[src/rtl/ov5640_cap_pkg.sv]
// Shared types for the OV5640 capture controller: FSM state encoding and
// the frame-size derivation used to close each captured frame.
package ov5640_cap_pkg;

    typedef enum logic [2:0] {
        IDLE,
        SKIP,
        ARM,
        CAPT,
        CLOSE
    } cap_state_t;

    function automatic int unsigned frame_pixels(input int unsigned h_act, input int unsigned v_act);
        return h_act * v_act;
    endfunction

endpackage

[src/rtl/ov5640_vsync_edge.sv]
// Registers raw sensor vsync once and flags blanking exit (vs_start) and
// blanking entry (vs_end) against that register, honouring vsync polarity.
module ov5640_vsync_edge #(
    parameter bit VS_POL = 1'b1
) (
    input  logic sysclk,
    input  logic rst,
    input  logic cmos_vsync,
    output logic vs_start,
    output logic vs_end
);

    logic vs_reg;

    // Reset to the blanking level so a sensor idling in blanking yields no edge.
    always_ff @(posedge sysclk) begin
        if (rst) begin
            vs_reg <= VS_POL;
        end else begin
            vs_reg <= cmos_vsync;
        end
    end

    assign vs_start = (vs_reg == VS_POL) && (cmos_vsync != VS_POL);
    assign vs_end   = (vs_reg != VS_POL) && (cmos_vsync == VS_POL);

endmodule

[src/rtl/ov5640_capture_ctrl.sv]
// Frames the camera pixel stream into ping-pong SDRAM frame buffers and reports
// per-frame status. Define CAPTURE_DECIM_EN to capture only every second frame.
module ov5640_capture_ctrl
    import ov5640_cap_pkg::*;
#(
    parameter int unsigned       H_ACT       = 640,
    parameter int unsigned       V_ACT       = 480,
    parameter int unsigned       SKIP_FRAMES = 10,
    parameter int unsigned       ADDR_W      = 21,
    parameter logic [ADDR_W-1:0] BANK0_BASE  = '0,
    parameter logic [ADDR_W-1:0] BANK1_BASE  = ADDR_W'(21'h080000),
    parameter bit                VS_POL      = 1'b1
) (
    input  logic              sysclk,
    input  logic              rst,
    input  logic              cfg_done,
    input  logic              capture_en,
    input  logic              cmos_vsync,
    input  logic [15:0]       pix_data,
    input  logic              pix_valid,
    input  logic              wr_ready,
    output logic [15:0]       wr_data,
    output logic [ADDR_W-1:0] wr_addr,
    output logic              wr_valid,
    output logic              frame_start,
    output logic              frame_done,
    output logic              frame_err,
    output logic              disp_bank,
    output logic [15:0]       frame_cnt
);

    localparam logic [ADDR_W-1:0] FRAME_PIXELS = ADDR_W'(frame_pixels(H_ACT, V_ACT));
    localparam logic [15:0]       SKIP_CNT_MAX = 16'(SKIP_FRAMES);

    logic vs_start;
    logic vs_end;

    ov5640_vsync_edge #(
        .VS_POL(VS_POL)
    ) u_vsync_edge (
        .sysclk    (sysclk),
        .rst       (rst),
        .cmos_vsync(cmos_vsync),
        .vs_start  (vs_start),
        .vs_end    (vs_end)
    );

    cap_state_t        state_reg,       state_next;
    logic [15:0]       skip_cnt_reg,    skip_cnt_next;
    logic [ADDR_W-1:0] pix_idx_reg,     pix_idx_next;
    logic              ovf_reg,         ovf_next;
    logic              cnt_err_reg,     cnt_err_next;
    logic              first_reg,       first_next;
    logic              wr_bank_reg,     wr_bank_next;
    logic              disp_bank_reg,   disp_bank_next;
    logic [15:0]       frame_cnt_reg,   frame_cnt_next;
    logic              wr_valid_reg,    wr_valid_next;
    logic [15:0]       wr_data_reg,     wr_data_next;
    logic [ADDR_W-1:0] wr_addr_reg,     wr_addr_next;
    logic              frame_start_reg, frame_start_next;
    logic              frame_done_reg,  frame_done_next;
    logic              frame_err_reg,   frame_err_next;
`ifdef CAPTURE_DECIM_EN
    logic              decim_tgl_reg,   decim_tgl_next;
`endif

    logic [ADDR_W-1:0] bank_base;
    logic              frame_bad;

    assign bank_base = wr_bank_reg ? BANK1_BASE : BANK0_BASE;

    always_ff @(posedge sysclk) begin
        if (rst) begin
            state_reg       <= IDLE;
            skip_cnt_reg    <= '0;
            pix_idx_reg     <= '0;
            ovf_reg         <= 1'b0;
            cnt_err_reg     <= 1'b0;
            first_reg       <= 1'b0;
            wr_bank_reg     <= 1'b0;
            disp_bank_reg   <= 1'b0;
            frame_cnt_reg   <= '0;
            wr_valid_reg    <= 1'b0;
            wr_data_reg     <= '0;
            wr_addr_reg     <= '0;
            frame_start_reg <= 1'b0;
            frame_done_reg  <= 1'b0;
            frame_err_reg   <= 1'b0;
`ifdef CAPTURE_DECIM_EN
            decim_tgl_reg   <= 1'b0;
`endif
        end else begin
            state_reg       <= state_next;
            skip_cnt_reg    <= skip_cnt_next;
            pix_idx_reg     <= pix_idx_next;
            ovf_reg         <= ovf_next;
            cnt_err_reg     <= cnt_err_next;
            first_reg       <= first_next;
            wr_bank_reg     <= wr_bank_next;
            disp_bank_reg   <= disp_bank_next;
            frame_cnt_reg   <= frame_cnt_next;
            wr_valid_reg    <= wr_valid_next;
            wr_data_reg     <= wr_data_next;
            wr_addr_reg     <= wr_addr_next;
            frame_start_reg <= frame_start_next;
            frame_done_reg  <= frame_done_next;
            frame_err_reg   <= frame_err_next;
`ifdef CAPTURE_DECIM_EN
            decim_tgl_reg   <= decim_tgl_next;
`endif
        end
    end

    always_comb begin
        state_next       = state_reg;
        skip_cnt_next    = skip_cnt_reg;
        pix_idx_next     = pix_idx_reg;
        ovf_next         = ovf_reg;
        cnt_err_next     = cnt_err_reg;
        first_next       = first_reg;
        wr_bank_next     = wr_bank_reg;
        disp_bank_next   = disp_bank_reg;
        frame_cnt_next   = frame_cnt_reg;
        wr_valid_next    = 1'b0;
        wr_data_next     = wr_data_reg;
        wr_addr_next     = wr_addr_reg;
        frame_start_next = 1'b0;
        frame_done_next  = 1'b0;
        frame_err_next   = 1'b0;
`ifdef CAPTURE_DECIM_EN
        decim_tgl_next   = decim_tgl_reg;
`endif
        // pix_idx saturates, so overrun is tracked separately in cnt_err.
        frame_bad = ovf_reg | cnt_err_reg | (pix_idx_reg != FRAME_PIXELS);

        if (!cfg_done) begin
            state_next = IDLE;
        end else begin
            case (state_reg)
                IDLE: begin
                    state_next    = SKIP;
                    skip_cnt_next = '0;
                end
                SKIP: begin
                    if (skip_cnt_reg >= SKIP_CNT_MAX) begin
                        state_next = ARM;
`ifdef CAPTURE_DECIM_EN
                        decim_tgl_next = 1'b0;
`endif
                    end else if (vs_end) begin
                        skip_cnt_next = skip_cnt_reg + 16'd1;
                    end
                end
                ARM: begin
                    if (vs_start) begin
`ifdef CAPTURE_DECIM_EN
                        decim_tgl_next = !decim_tgl_reg;
                        if (capture_en && !decim_tgl_reg) begin
`else
                        if (capture_en) begin
`endif
                            state_next   = CAPT;
                            pix_idx_next = '0;
                            ovf_next     = 1'b0;
                            cnt_err_next = 1'b0;
                            first_next   = 1'b1;
                        end
                    end
                end
                CAPT: begin
                    if (pix_valid) begin
                        frame_start_next = first_reg;
                        first_next       = 1'b0;
                        if (pix_idx_reg == FRAME_PIXELS) begin
                            cnt_err_next = 1'b1;
                        end else begin
                            // Index advances even on a drop so later pixels keep their slot.
                            pix_idx_next = pix_idx_reg + ADDR_W'(1);
                            if (wr_ready) begin
                                wr_valid_next = 1'b1;
                                wr_data_next  = pix_data;
                                wr_addr_next  = bank_base + pix_idx_reg;
                            end else begin
                                ovf_next = 1'b1;
                            end
                        end
                    end
                    if (vs_end) begin
                        state_next = CLOSE;
                    end
                end
                CLOSE: begin
                    frame_done_next = 1'b1;
                    frame_err_next  = frame_bad;
                    if (!frame_bad) begin
                        disp_bank_next = wr_bank_reg;
                        wr_bank_next   = !wr_bank_reg;
                        frame_cnt_next = frame_cnt_reg + 16'd1;
                    end
                    state_next = ARM;
                end
                default: state_next = IDLE;
            endcase
        end
    end

    assign wr_data     = wr_data_reg;
    assign wr_addr     = wr_addr_reg;
    assign wr_valid    = wr_valid_reg;
    assign frame_start = frame_start_reg;
    assign frame_done  = frame_done_reg;
    assign frame_err   = frame_err_reg;
    assign disp_bank   = disp_bank_reg;
    assign frame_cnt   = frame_cnt_reg;

endmodule

[config.mk]
export PLATFORM = sky130hd
export DESIGN_NAME = ov5640_capture_ctrl
export DESIGN_NICKNAME = d
export VERILOG_FILES = /design/src/rtl/ov5640_cap_pkg.sv /design/src/rtl/ov5640_vsync_edge.sv /design/src/rtl/ov5640_capture_ctrl.sv
export SDC_FILE = /design/constraint.sdc
export NUM_CORES = 1
export LEC_CHECK = 0
export CORE_ASPECT_RATIO = 1.75
export CORE_MARGIN = 10
export CORE_UTILIZATION = 50
export CTS_BUF_LIST = sky130_fd_sc_hd__clkbuf_4 sky130_fd_sc_hd__clkbuf_8
export DETAILED_ROUTE_END_ITERATION = 8
export HOLD_SLACK_MARGIN = 0.06
export PLACE_DENSITY = 0.77
export SLEW_MARGIN = 10
export SYNTH_ARGS = -nofsm -noshare
export SYNTH_HDL_FRONTEND = slang
export SYNTH_SLANG_ARGS = --single-unit
[constraint.sdc]
create_clock -name sysclk -period 4.3 [get_ports sysclk]
set_input_delay 0.645 -clock sysclk [delete_from_list [all_inputs] [get_ports sysclk]]
set_output_delay 0.645 -clock sysclk [all_outputs]
set_load 0.02 [all_outputs]
After elaboration in Yosys (flattened, before gate mapping)
Index checks and enable logic that the tools add are counted.
- register bits: 103
- bits in latches: 0
- bits in writable memories: 0
- memory bits (read-only): 0
- input port bits: 23
- output and inout bits: 58
- word-level logic and storage cells: 94
- memories kept: 0
- add/subtract/negate cells: 4
- multipliers: 0
- div/mod/pow operators: 0
- magnitude comparators: 1
- equality and inequality tests: 16
- shifts and indexed selects: 0
- muxes and demuxes: 29
- bitwise logic cells: 10
- reductions and logical operators: 18
- operator list (kind ; number):
    21-bit two-way mux ; 4
    21-bit case mux with 2 select lines ; 1
    16-bit by 1-bit adder with 16-bit output, second input constant ; 2
    16-bit two-way mux ; 2
    16-bit case mux with 2 select lines ; 1
    20-bit by 21-bit adder with 21-bit output ; 1
    21-bit by 1-bit adder with 21-bit output, second input constant ; 1
    21-bit by 19-bit == test with 1-bit output, second input constant ; 1
    21-bit by 19-bit != test with 1-bit output, second input constant ; 1
    20-bit two-way mux ; 1
    16-bit by 4-bit greater-or-equal comparator with 1-bit output, second input constant ; 1
    3-bit case mux with 5 select lines ; 1
    2-bit != test, second input constant ; 7
    1-bit two-way mux ; 12
    3-bit two-way mux ; 4
    6-bit AND reduction ; 2
    5-bit AND reduction ; 2
    1-bit inverter ; 8
    4-bit AND reduction ; 2
    7-bit AND reduction ; 1
    3-bit by 2-bit == test with 1-bit output, second input constant ; 2
    2-bit by 1-bit != test with 1-bit output, second input constant ; 3
    1-bit case mux with 2 select lines ; 3
    5-bit OR reduction ; 1
    other kinds (11) ; 14

Depth between registers and ports, before layout
- depth in word-level cells: 5
- mapped depth: 9
- mapped depth without buffers: 7

By module
Synthesis repeated with hierarchy kept, for this count alone.
- cell total of the unflattened synthesis: 501
- area total of the unflattened synthesis: 4239.1 µm²
- modules (own cells, without submodules) (module ; times used ; cells each ; area each (µm²) ; seq. area each (µm²)):
    ov5640_capture_ctrl ; 1 ; 497 ; 4199.0 ; 2042.0
    ov5640_vsync_edge ; 1 ; 4 ; 40.0 ; 20.0

Least setup slack after synthesis
OpenSTA, ideal clock, no wires.
- kind: reg2reg
- start point: register pix_idx_reg[0]
- end point: register frame_cnt_reg[15] (netlist: frame_cnt[15])
- library setup time: 0.070 ns
- arrival time: 2.006 ns
- required time: 4.230 ns
- setup slack: 2.223 ns
- stages on the path, launching flop included: 9
- path buffers: 1
- clock period less this slack: 2.077 ns
- cells stage by stage: dfxtp_1 inv_1 ha_1 and4_1 nand3_2 or4_1 buf_2 or3_1 a21oi_1
- cells in the longest elaborated chain, start to end: 4
- ends and longest elaborated chain (what ; line ; RTL):
    start, declared ; ov5640_capture_ctrl.sv:50 ; logic [ADDR_W-1:0] pix_idx_reg, pix_idx_next;
    start signal, assigned ; ov5640_capture_ctrl.sv:95 ; pix_idx_reg <= pix_idx_next;
    21-bit by 19-bit != test with 1-bit output ; ov5640_capture_ctrl.sv:134 ; frame_bad = ovf_reg | cnt_err_reg | (pix_idx_reg != FRAME_PIXELS);
    1-bit OR ; ov5640_capture_ctrl.sv:134 ;
    1-bit inverter (no line) ; n/a ;
    3-bit AND reduction (no line) ; n/a ;
    end signal, assigned ; ov5640_capture_ctrl.sv:101 ; frame_cnt_reg <= frame_cnt_next;
    end, declared ; ov5640_capture_ctrl.sv:56 ; logic [15:0] frame_cnt_reg, frame_cnt_next;
Every way passes these cells.
A chain may end at the register's enable or synchronous reset.

Final worst setup path
- start point: input cfg_done
- end point: register pix_idx_reg[13]
- cells in the longest elaborated chain, start to end: 1
- ends and longest elaborated chain (what ; line ; RTL):
    start, declared ; ov5640_capture_ctrl.sv:16 ; input logic cfg_done,
    6-bit AND reduction (no line) ; n/a ;
Every way passes these cells.

==> flow_metrics.tcl <==
set metrics [dict create \
    seq_area_frac_synth 0.486 \
    critPathKind "input port to flip-flop" \
    dp_hpwl_microns 7500 \
    maxSlewHeadroom 0.457 \
    vdd_drop_max_uv 214 \
    slew_violations 0 \
    die_area_sq_um 12700 \
    total_power_uw 1670 \
    tns_ns 0 \
    reg2reg_slack_ns 1.86 \
    clk_latency_ns 0.37 \
    syn_area_per_cell_sq_um 8.48 \
    leakagePower_uw 0.00176 \
    start_util 0.510 \
    clockRootBuffer "clkbuf_8" \
    grt_pass1_vias 3519 \
    synth_flop_cell "dfxtp_1" \
    drive_above_1_share 0.0539 \
    synth-edff-count 0 \
    ys_top_cells_by_count "103 x dfxtp_1, 96 x nand2_1, 60 x a21oi_1, 30 x nor2_1, 20 x clkbuf_1" \
    async_flop_share 0 \
    yosysMostFrequentCell "dfxtp_1" \
    crit_required_ns 4.59 \
    cts_sinks 103 \
    status "complete, no violations" \
    layout.nets 599 \
    path_max_fanout 25 \
    core-area_sq_um 8310 \
    grt_pass1_wl_microns 16600 \
    cp-start-kind "input port" \
    overflow 0 \
    port_buffers 80 \
    max-clock-path-buffers 2 \
    endpoint_kind "flip-flop" \
    clkSlewWorstSetupHoldPaths_ns 0.08 \
    die-width_microns 89.6 \
    routed_wl_microns 10200 \
    synth.distinct_cells 51 \
    clock.fmax_mhz 377 \
    first_iter_violations 174 \
    gr-usage-all-layers 0.162 \
    syn_to_final_growth_pct 25.8 \
    netlist_instances 500 \
    final-setup-viol-count 0 \
    cp.arrival_ns 2.94 \
    skew_ns 0.0117 \
    powerDensity_nw_per_um2 313 \
    cts_setup_buffers 0 \
    period_share 0.617 \
    antenna_found_initial 0 \
    yosys_register_bits 103 \
    ios 81 \
    startpoint "cfg_done" \
    hold_path_class "flip-flop to flip-flop" \
    grt_max_degree 59 \
    yosysWarnings 0 \
    gp_congestion 0.849 \
    fillers 737 \
    ff2ff_path_depth 6 \
    layout_min_cycle_time_ns 2.65 \
    synth_area_leaders "dfxtp_1 49%, nand2_1 8.5%, a21oi_1 7.1%, nor2_1 2.7%, or3_1 2.5%" \
    yosys.area.top_type "dfxtp_1" \
    cts.repair.resized 0 \
    drc 0 \
    yosysTopAreaCellShare 0.486 \
    synth_area_sq_um 4240 \
    cts_hold_buf 0 \
    num_vias 3779 \
    tritoncts "yes" \
    n_antenna_cell 0 \
    first_pass_iters 4 \
    cts_made_buffers 9 \
    rsz0062_at_grt "no" \
    cts_max_level 3 \
    setup.worst_path.end "pix_idx_reg[13]" \
    syn-num-nets 529 \
    drv_cap 0 \
    fp.dieH_microns 142 \
    worstReg2RegEnd "pix_idx_reg[13]" \
    detail-route-antenna-nets 0 \
    routedWlPerCell_microns 14.7 \
    rows 44 \
    viasPerCell 5.48 \
    crit-reg2reg-launch "state_reg[0]" \
    report.final.hold_viol_count 0 \
    worst_pin_slew_ns 0.810 \
]
-- cells in the final DEF (no fill, tap or decap), types with 11 or more instances in the layout --
master / netlist / layout
a21oi_1: 60 / 60
and2_1: 13 / 13
clkdlybuf4s50_1: 0 / 79
dfxtp_1: 103 / 103
nand2_1: 96 / 96
nand3_1: 15 / 15
nand4_1: 11 / 11
nor2_1: 30 / 30
o21ai_0: 19 / 19
or3_1: 17 / 17
or4_1: 11 / 11
-- critical path, stage by stage --
cell,delay (ns)
clkdlybuf4s50_1,0.59
nand3b_1,0.17
a211oi_2,0.48
o31ai_2,0.13
buf_4,0.23
or4_1,0.50
a21oi_1,0.17
-- cell type report --
cell class                 count  area (sq um)  area share
clock buffer                  13           154      0.0288
clock inverter                 3          67.6      0.0127
inverter                      10          37.5     0.00703
multi-input combinational    362          2050       0.383
sequential                   103          2060       0.386
tap                          115           144      0.0270
timing repair buffer          84           826       0.155
-- kinds of logic after synthesis --
group                      synth area share
and+or+nand+nor                       0.287
AOI/OAI and AO/OA                     0.148
DFF                                   0.486
buffers and inverters                0.0322
xor gates and xnor gates             0.0248
adders and majority gates            0.0177
muxes                               0.00472
-- per-stage QoR --
step	instances	hold slack (ns)	worst slack (ns)	utilization	cell area, sq um
2_1_floorplan	500	0.416	2.22	-	4240
6_report	690	0.457	1.65	0.642	5340
5_1_grt	690	0.476	1.51	0.642	5340
3_3_place_gp	674	0.434	1.43	0.615	5110
3_5_place_dp	674	0.441	1.34	0.615	5110
4_1_cts	690	0.459	1.66	0.642	5340
-- how the worst min path moves through the flow --
stage / depth (start not counted) / startpoint / end / slack [ns]
after global routing: 2 / wr_addr[0] / wr_addr[0] / 0.48
after detailed placement: 1 / skip_cnt_reg[15] / skip_cnt_reg[15] / 0.44
after global placement: 1 / skip_cnt_reg[8] / skip_cnt_reg[8] / 0.43
after floorplan: 2 / first_reg / frame_start / 0.42
after CTS: 2 / wr_addr[6] / wr_addr[6] / 0.46
final: 2 / wr_data[5] / wr_data[5] / 0.46
-- power breakdown --
part	internal (uW)	switching [uW]	leakage [uW]
clock network	355	310	0.000112
logic	22.3	24.8	0.000817
registers	954	2.69	0.000830
-- routing by layer --
layer | global-route usage | wire length [microns] | vias up
met5 | 0 | 0 | -
met4 | 0.0640 | 248 | 0
met3 | 0.0436 | 543 | 16
met2 | 0.286 | 5360 | 76
met1 | 0.174 | 4010 | 1775
li1 | - | - | 1912
No activity file was read; power rests on OpenSTA's default activity.
